`src/rtl/data_table_rd_port.sv`:
```
// Data-table read port: round-robin arbitration of several engines onto one
// fixed-latency RAM read port, with a tag pipe that routes each returning
// word back to the engine that asked for it.
module data_table_rd_port #(
  parameter int CLIENTS_CNT = 3,
  parameter int A_WIDTH     = 8,
  parameter int RAM_LATENCY = 2,
  parameter int DATA_W      = 32
) (
  input  logic                           clk_i,
  input  logic                           rst_i,
  input  logic [CLIENTS_CNT-1:0]         rd_en_i,
  input  logic [CLIENTS_CNT*A_WIDTH-1:0] rd_addr_i,
  output logic [CLIENTS_CNT-1:0]         rd_avail_o,
  output logic [DATA_W-1:0]              rd_data_o,
  output logic [CLIENTS_CNT-1:0]         rd_data_val_o,
  output logic                           ram_rd_en_o,
  output logic [A_WIDTH-1:0]             ram_rd_addr_o,
  input  logic [DATA_W-1:0]              ram_rd_data_i
);

  localparam int IDX_W = (CLIENTS_CNT > 1) ? $clog2(CLIENTS_CNT) : 1;

  logic [CLIENTS_CNT-1:0] busy;
  logic [IDX_W-1:0]       last_gnt;
  logic [CLIENTS_CNT-1:0] req;
  logic                   gnt_vld;
  logic [IDX_W-1:0]       gnt_idx;
  logic [IDX_W-1:0]       scan_idx;
  logic [CLIENTS_CNT-1:0] gnt_oh;

  // Tag pipe: stage s holds the requester of the read issued s+1 cycles ago.
  logic [RAM_LATENCY-1:0] tag_vld_p;
  logic [IDX_W-1:0]       tag_idx_p [RAM_LATENCY];

  // A client can only issue when it has nothing outstanding; busy requests are ignored.
  assign rd_avail_o = ~busy & {CLIENTS_CNT{~rst_i}};
  assign req        = rd_en_i & rd_avail_o;

  // Round-robin scan starting just after the last granted client.
  always_comb begin
    gnt_vld  = 1'b0;
    gnt_idx  = '0;
    scan_idx = '0;
    for (int k = 1; k <= CLIENTS_CNT; k++) begin
      scan_idx = IDX_W'((int'(last_gnt) + k) % CLIENTS_CNT);
      if (!gnt_vld && req[scan_idx]) begin
        gnt_vld = 1'b1;
        gnt_idx = scan_idx;
      end
    end
  end

  // Stage p0: grant drives the RAM port directly in the request cycle.
  assign ram_rd_en_o   = gnt_vld;
  assign ram_rd_addr_o = gnt_vld ? rd_addr_i[gnt_idx*A_WIDTH +: A_WIDTH] : '0;

  // One-hot views of the current grant and the current return.
  always_comb begin
    gnt_oh        = '0;
    rd_data_val_o = '0;
    for (int i = 0; i < CLIENTS_CNT; i++) begin
      gnt_oh[i]        = gnt_vld && (gnt_idx == IDX_W'(i));
      rd_data_val_o[i] = tag_vld_p[RAM_LATENCY-1] && !rst_i &&
                         (tag_idx_p[RAM_LATENCY-1] == IDX_W'(i));
    end
  end

  // RAM output is broadcast unregistered; only the strobe identifies the owner.
  assign rd_data_o = ram_rd_data_i;

  // Control state: busy flags and round-robin pointer; reset drops in-flight reads.
  always_ff @(posedge clk_i) begin
    if (rst_i) begin
      busy     <= '0;
      last_gnt <= IDX_W'(CLIENTS_CNT - 1);
    end else begin
      busy <= (busy & ~rd_data_val_o) | gnt_oh;
      if (gnt_vld) last_gnt <= gnt_idx;
    end
  end

  // Stage p1..pN boundary: tag valids shift every cycle and are cleared by reset.
  always_ff @(posedge clk_i) begin
    if (rst_i) begin
      tag_vld_p <= '0;
    end else begin
      tag_vld_p[0] <= gnt_vld;
      for (int s = 1; s < RAM_LATENCY; s++) tag_vld_p[s] <= tag_vld_p[s-1];
    end
  end

  // Tag indices travel with their valids; meaningless when the valid is low.
  always_ff @(posedge clk_i) begin
    tag_idx_p[0] <= gnt_idx;
    for (int s = 1; s < RAM_LATENCY; s++) tag_idx_p[s] <= tag_idx_p[s-1];
  end

`ifndef SYNTHESIS
  a_val_onehot0: assert property (@(posedge clk_i) $onehot0(rd_data_val_o));

  for (genvar i = 0; i < CLIENTS_CNT; i++) begin : g_addr_chk
    a_addr_stable: assert property (@(posedge clk_i) disable iff (rst_i)
      busy[i] |-> $stable(rd_addr_i[i*A_WIDTH +: A_WIDTH]));
  end
`endif

endmodule

```
`config.mk`:
```
export PLATFORM = sky130hd
export DESIGN_NAME = data_table_rd_port
export DESIGN_NICKNAME = d
export VERILOG_FILES = /design/src/rtl/data_table_rd_port.sv
export SDC_FILE = /design/constraint.sdc
export NUM_CORES = 1
export LEC_CHECK = 0
export BUFFER_PORTS_ARGS = -buffer_cell sky130_fd_sc_hd__buf_2
export CORE_ASPECT_RATIO = 0.5
export CORE_MARGIN = 2
export CORE_UTILIZATION = 41
export CTS_BUF_LIST = sky130_fd_sc_hd__clkbuf_4 sky130_fd_sc_hd__clkbuf_8
export DETAILED_ROUTE_END_ITERATION = 6
export PLACE_DENSITY = 0.85
export REMOVE_ABC_BUFFERS = 1
export SLEW_MARGIN = 10
export SYNTH_ARGS = -nofsm -noshare
export SYNTH_HDL_FRONTEND = slang
export SYNTH_SLANG_ARGS = --single-unit
```
`constraint.sdc`:
```
create_clock -name clk_i -period 5.35 [get_ports clk_i]
set_input_delay 0.2675 -clock clk_i [delete_from_list [all_inputs] [get_ports clk_i]]
set_output_delay 0.2675 -clock clk_i [all_outputs]
set_load 0.05 [all_outputs]
```
======== Yosys cells after proc, flatten, opt, wreduce, memory -nomap -nowiden ========
Memory sizes are Yosys's and may differ from the RTL's.
Cells that the tools add are included.
word-level totals
  input bits .............................. 61
  bits in writable memories ............... 4
  output and inout port bits .............. 47
  register bits after elaboration ......... 7
  logic and storage cells ................. 52
  memories kept ........................... 1
operators by class
  add/sub/neg operators ................... 3
  reduce and logical (&&, ||, !) cells .... 14
  bitwise operators ....................... 7
  shifts and indexed selects .............. 1
  divide/modulo/power cells ............... 3
  mux-type cells .......................... 13
  eq/ne operators ......................... 4
  magnitude comparators ................... 3
memory list
  name       words  width  read ports  clocked after memory_dff  write ports  line  RTL
  tag_idx_p  2      2      2           0                         2            34    logic [IDX_W-1:0] tag_idx_p [RAM_LATENCY];
operators with widths
  operator                                             number
  modulo 32 x 3 -> 32 bit (second input constant)      3
  indexed part select 24 x 6 -> 8 bit                  1
  bitwise AND 3 bit                                    3
  logical AND 1 bit                                    9
  < comparator 2 x 3 -> 1 bit (second input constant)  3
  two-way mux 8 bit                                    1
  adder 2 x 2 -> 3 bit (second input constant)         2
  binary-select mux 1 bit (select 2 bit)               3
  two-way mux 1 bit                                    6
  two-way mux 2 bit                                    3
  NOT 3 bit                                            2
  == test 2 x 1 -> 1 bit (second input constant)       2
  == test 2 bit (second input constant)                2
  logical NOT 2 bit                                    2
  adder 2 x 1 -> 3 bit (second input constant)         1
  logical NOT 1 bit                                    3
  OR 3 bit                                             1
  NOT 1 bit                                            1

======== Longest topological paths before layout ========
  depth in word-level cells ............... 15
  mapped depth ............................ 9
  gate-level depth less buffers ........... 8

======== Worst setup path after synthesis ========
Ideal clock, no wire load.
  kind .................................... reg2out
  start point ............................. register last_gnt[0]
  end point ............................... output ram_rd_addr_o[0]
  arrival time ............................ 2.328 ns
  path slack .............................. 2.755 ns
  buffers on the path ..................... 0
  cell stages (with the launch flop) ...... 9
  required time ........................... 5.083 ns
  path through ............................ dfxtp_1 > inv_1 > ha_1 > nand2b_1 > a211oi_1 > nor2b_1 > o21ba_2 > o21a_4 > a221o_1
between the ends
  word-level cells in the longest chain between the ends .. 13
  elaborated cells on any way between the ends .. 24
  classes of those cells .................. 3 x add/sub; 3 x div; 1 x shift; 13 x mux; 4 x reduce/logical
ends and longest elaborated chain
  element                                  line  RTL
  from (decl)                              25    logic [IDX_W-1:0] last_gnt;
  from (signal assigned)                   76    last_gnt <= IDX_W'(CLIENTS_CNT - 1);
  from (signal assigned)                   79    if (gnt_vld) last_gnt <= gnt_idx;
  adder 2 x 1 -> 3 bit                     46    scan_idx = IDX_W'((int'(last_gnt) + k) % CLIENTS_CNT);
  modulo 32 x 3 -> 32 bit                  46
  binary-select mux 1 bit (select 2 bit)   47    if (!gnt_vld && req[scan_idx]) begin
  two-way mux 1 bit (implied by the code)  47
  two-way mux 1 bit                        47
  logical NOT 1 bit                        47
  logical AND 1 bit                        47
  two-way mux 1 bit                        47
  logical NOT 1 bit                        47
  logical AND 1 bit                        47
  two-way mux 2 bit                        47
  indexed part select 24 x 6 -> 8 bit      56    assign ram_rd_addr_o = gnt_vld ? rd_addr_i[gnt_idx*A_WIDTH +: A_WIDTH] : '0;
  two-way mux 8 bit *                      56
  to (decl)                                18    output logic [A_WIDTH-1:0] ram_rd_addr_o,
Every way passes the cells marked *; elsewhere a longest branch is shown, timed or not. The select of a mux whose other input is x is not followed.

======== Final worst setup path ========
  start point ............................. register last_gnt[1]
  end point ............................... output ram_rd_addr_o[6]
The elaborated chain is that of the path after synthesis.

==> flow_results.xml <==
<?xml version="1.0" encoding="UTF-8"?>
<metrics>
  <group name="worst_hold_path">
    <metric name="worst_hold_path.num_cells" unit="">0</metric>
    <metric name="worst_hold_path_type" unit="">flip-flop to flip-flop</metric>
    <metric name="holdCritStartpoint" unit="">tag_idx_p[0][0]</metric>
    <metric name="holdPathEnd" unit="">tag_idx_p[0][2]</metric>
  </group>
  <group name="logic_synthesis">
    <metric name="netlist_top_cells_area" unit="">sky130_fd_sc_hd__buf_4, sky130_fd_sc_hd__dfxtp_1, sky130_fd_sc_hd__a221o_1</metric>
    <metric name="count_of_flip_flops_with_a_built_in_enable_after_synthesis" unit="">0</metric>
    <metric name="synth_async_sr_flop_share" unit="%">0</metric>
    <metric name="avgSynthCellArea" unit="sq um">8.44</metric>
    <metric name="synthDominantAreaCellType" unit="">sky130_fd_sc_hd__buf_4</metric>
    <metric name="syn-instance-count" unit="">140</metric>
    <metric name="dominant_combinational_cell_family_by_area_after_synthesis" unit="">simple AND/OR/NAND/NOR gates</metric>
    <metric name="yosysUniqueCellTypes" unit="">39</metric>
    <metric name="dominant_cell_by_count_in_the_synthesized_netlist" unit="">sky130_fd_sc_hd__buf_4</metric>
    <metric name="yosysWarningCount" unit="">0</metric>
    <metric name="synth_seq_area_share" unit="%">18.6</metric>
    <metric name="complex_gate_fraction_of_the_synthesized_area" unit="%">21.9</metric>
    <metric name="area_share_of_and_or_nand_nor_cells_after_synthesis" unit="%">31.1</metric>
    <metric name="synthesis_stage_register_bit_count" unit="">11</metric>
    <metric name="synth_top_cell_area_share" unit="%">20.3</metric>
    <metric name="yosys.area_share.xor_xnor" unit="%">0</metric>
    <metric name="synth.mux.area_fraction" unit="%">0</metric>
    <metric name="synthTopCellsByCount" unit="">sky130_fd_sc_hd__buf_4, sky130_fd_sc_hd__nor2_1, sky130_fd_sc_hd__dfxtp_1, sky130_fd_sc_hd__and2_1, sky130_fd_sc_hd__a221o_1</metric>
    <metric name="synth_area" unit="sq um">1180</metric>
    <metric name="synthAdderAreaFrac" unit="%">3.18</metric>
    <metric name="ys_dominant_reg_cell" unit="">sky130_fd_sc_hd__dfxtp_1</metric>
  </group>
  <group name="route">
    <metric name="detailedRoute.firstIterationViolations" unit="">56</metric>
    <metric name="drc" unit="">0</metric>
    <metric name="vias" unit="">1086</metric>
    <metric name="dr.pass1.iters" unit="">4</metric>
    <metric name="vias_per_cell" unit="">5.78</metric>
    <metric name="drtAntennaViolNets" unit="">0</metric>
    <metric name="postRouteWirelength" unit="um">3730</metric>
    <metric name="wirelength_per_cell" unit="um">19.9</metric>
  </group>
  <group name="grt">
    <metric name="grt_start_max_net_pins" unit="">21</metric>
    <metric name="grt_antenna_before_repair" unit="">0</metric>
    <metric name="grt.total_usage" unit="%">21.2</metric>
    <metric name="globalRouteOverflowTotal" unit="">0</metric>
    <metric name="via_count_of_the_first_global_routing_pass" unit="">989</metric>
    <metric name="grt_pass1_wl" unit="um">5330</metric>
  </group>
  <group name="cts">
    <metric name="cts_buffers" unit="">3</metric>
    <metric name="clk_root_buffer_cell" unit="">sky130_fd_sc_hd__clkbuf_8</metric>
    <metric name="cts_tree" unit="">built</metric>
    <metric name="cts.sinks" unit="">11</metric>
    <metric name="clock_transition_at_the_register_clock_pins_on_the_worst_setup_and_hold_paths_after_cts" unit="ns">0.05</metric>
    <metric name="cts.repair_timing.setup_buffer_count" unit="">0</metric>
    <metric name="cts_repair_resize_count" unit="">0</metric>
    <metric name="htreeDepth" unit="">1</metric>
    <metric name="cts_buffer_depth" unit="">2</metric>
    <metric name="cts_hold_repair.buffers" unit="">0</metric>
    <metric name="clock_latency" unit="ns">0.24</metric>
  </group>
  <group name="timing">
    <metric name="timing.setup.tns" unit="ns">0</metric>
    <metric name="hold_viol" unit="">0</metric>
    <metric name="max-slew-margin-rel" unit="%">59.0</metric>
    <metric name="rsz_0062_raised_after_global_routing" unit="">false</metric>
    <metric name="final.setup.worst_slack" unit="ns">2.08</metric>
    <metric name="number_of_setup_violations_in_the_final_report" unit="">0</metric>
    <metric name="maxSlewViolCount" unit="">0</metric>
    <metric name="skew" unit="ns">0.00377</metric>
    <metric name="final_period_minus_worst_setup_slack" unit="ns">3.27</metric>
    <metric name="achievable-frequency" unit="GHz">0.306</metric>
    <metric name="portion_of_the_clock_cycle_consumed_by_the_worst_path_in_the_final_layout" unit="%">61.1</metric>
    <metric name="max_slew.worst_pin.slew" unit="ns">0.614</metric>
  </group>
  <group name="pwr">
    <metric name="power.ir.vdd_worst" unit="mV">0.363</metric>
    <metric name="power.density_cell_area" unit="nW/um^2">696</metric>
    <metric name="p_leak" unit="nW">0.583</metric>
  </group>
  <group name="final_layout">
    <metric name="n_fill_cell" unit="">253</metric>
    <metric name="finish.cell_count_without_fillers" unit="">188</metric>
    <metric name="finalNetCount" unit="">216</metric>
    <metric name="share_of_final_layout_standard_cells_stronger_than_drive_strength_1" unit="%">39.1</metric>
    <metric name="layout.cell_area.non_filler" unit="sq um">1220</metric>
    <metric name="areaGrowthSynthToFinish" unit="%">3.39</metric>
    <metric name="n_antenna_cell" unit="">0</metric>
  </group>
  <group name="place">
    <metric name="placement.io_buffers" unit="">43</metric>
    <metric name="numPlacedInstances" unit="">184</metric>
    <metric name="place.detailed.hpwl" unit="um">2810</metric>
    <metric name="gp_routability_congestion" unit="">0.962</metric>
    <metric name="dpl_cell_area" unit="sq um">1170</metric>
    <metric name="pre_cts_slack" unit="ns">2.41</metric>
  </group>
  <group name="setup_path">
    <metric name="worstRegToRegCells" unit="">8</metric>
    <metric name="worst-path-max-fanout" unit="">11</metric>
    <metric name="worstPathArrival" unit="ns">3.00</metric>
    <metric name="critical_path_class" unit="">flip-flop to output port</metric>
    <metric name="crit_start" unit="">last_gnt[1]</metric>
    <metric name="r2r-end" unit="">busy[1]</metric>
    <metric name="beginning_of_the_worst_register_to_register_path" unit="">last_gnt[1]</metric>
    <metric name="reg2reg_setup_slack" unit="ns">2.81</metric>
    <metric name="setup.worst_path.start_class" unit="">flip-flop</metric>
    <metric name="critical_path.endpoint_type" unit="">output port</metric>
    <metric name="worstPathRequired" unit="ns">5.08</metric>
  </group>
  <group name="run_status">
    <metric name="outcome" unit="">completed</metric>
  </group>
  <group name="floorplan">
    <metric name="floorplan.die_area" unit="sq um">3350</metric>
    <metric name="design.portCount" unit="">108</metric>
    <metric name="dieHeight" unit="um">42.0</metric>
    <metric name="fp.coreArea" unit="sq um">2670</metric>
    <metric name="row_cnt" unit="">13</metric>
    <metric name="start_util" unit="%">44.3</metric>
    <metric name="chipWidth" unit="um">79.9</metric>
  </group>
  <group name="flow_run">
    <metric name="drv_cap" unit="">0</metric>
  </group>
</metrics>
## per-layer routing
metal,vias to the layer above,GRT usage [%],share of wire [%]
met3,8,17.8,20
met2,109,27.7,38
met5,-,15.0,1.4
met4,2,4.75,1.4
li1,485,-,-
met1,482,25.0,39
## cell type report
type | instances | area [sq um] | area share [%]
sequential | 11 | 220 | 18.0
multi-input combinational | 86 | 664 | 54.4
tap | 37 | 46.3 | 3.79
inverter | 7 | 26.3 | 2.15
clock buffer | 4 | 48.8 | 4.00
timing repair buffer | 43 | 215 | 17.6
## state kept, by name, indices dropped and copies added, names as in the netlist
name       flops
tag_idx_p      4
busy           3
last_gnt       2
tag_vld_p      2
## critical path, cell delays in order, from the launching register on
cell and delay [ns]:
sky130_fd_sc_hd__dfxtp_1 0.34, sky130_fd_sc_hd__inv_1 0.06, sky130_fd_sc_hd__ha_1 0.44, sky130_fd_sc_hd__and4bb_4 0.31, sky130_fd_sc_hd__nor3_4 0.24, sky130_fd_sc_hd__o41ai_2 0.10
sky130_fd_sc_hd__nor3b_1 0.55, sky130_fd_sc_hd__nor3_4 0.16, sky130_fd_sc_hd__a221o_1 0.33, sky130_fd_sc_hd__buf_2 0.21
## layout by cell type (no fill, tap or decap), types with 2 or more instances in the layout
| cell type | n |
|---|---|
| sky130_fd_sc_hd__a211oi_1 | 2 |
| sky130_fd_sc_hd__dfxtp_1 | 11 |
| sky130_fd_sc_hd__buf_2 | 43 |
| sky130_fd_sc_hd__a21oi_1 | 4 |
| sky130_fd_sc_hd__and2_1 | 9 |
| sky130_fd_sc_hd__nor3b_1 | 5 |
| sky130_fd_sc_hd__ha_1 | 3 |
| sky130_fd_sc_hd__inv_1 | 6 |
| sky130_fd_sc_hd__nor2_1 | 12 |
| sky130_fd_sc_hd__clkbuf_8 | 3 |
| sky130_fd_sc_hd__nor3_4 | 2 |
| sky130_fd_sc_hd__and4bb_4 | 2 |
| sky130_fd_sc_hd__nor2b_1 | 6 |
| sky130_fd_sc_hd__nand2_1 | 5 |
| sky130_fd_sc_hd__nand2b_1 | 4 |
| sky130_fd_sc_hd__a221o_1 | 8 |
| sky130_fd_sc_hd__o21bai_1 | 3 |
| sky130_fd_sc_hd__nand3_1 | 2 |
## worst max-delay path by stage
stage                        to  slack [ns]  cells past startpoint
6_report       ram_rd_addr_o[6]        2.08                      9
5_1_grt        ram_rd_addr_o[0]        1.97                      9
4_1_cts        ram_rd_addr_o[6]        2.13                      9
3_5_place_dp   ram_rd_addr_o[6]        2.41                      9
3_3_place_gp   ram_rd_addr_o[4]        2.46                      9
2_1_floorplan  ram_rd_addr_o[0]        2.66                      8
## logic make-up after synthesis
family | count (synthesis)
buffers and inverters | 43
and+or+nand+nor | 54
AOI/OAI and AO/OA | 29
DFF | 11
adders and majority gates | 3
## metrics by stage
stage,hold slack (ns),utilization [%],power [mW]
2_1_floorplan,0.310,-,0.636
3_3_place_gp,0.311,43.9,0.747
3_5_place_dp,0.315,43.9,0.756
4_1_cts,0.327,45.8,0.846
5_1_grt,0.334,45.8,0.894
6_report,0.322,45.8,0.850
## report_power, final
group / internal, mW / switching (mW) / leakage, nW
Sequential: 0.115 / 0.0260 / 0.0910
Clock: 0.0573 / 0.0308 / 0.0262
Combinational: 0.205 / 0.415 / 0.466
Power figures use the tool's default switching activity.
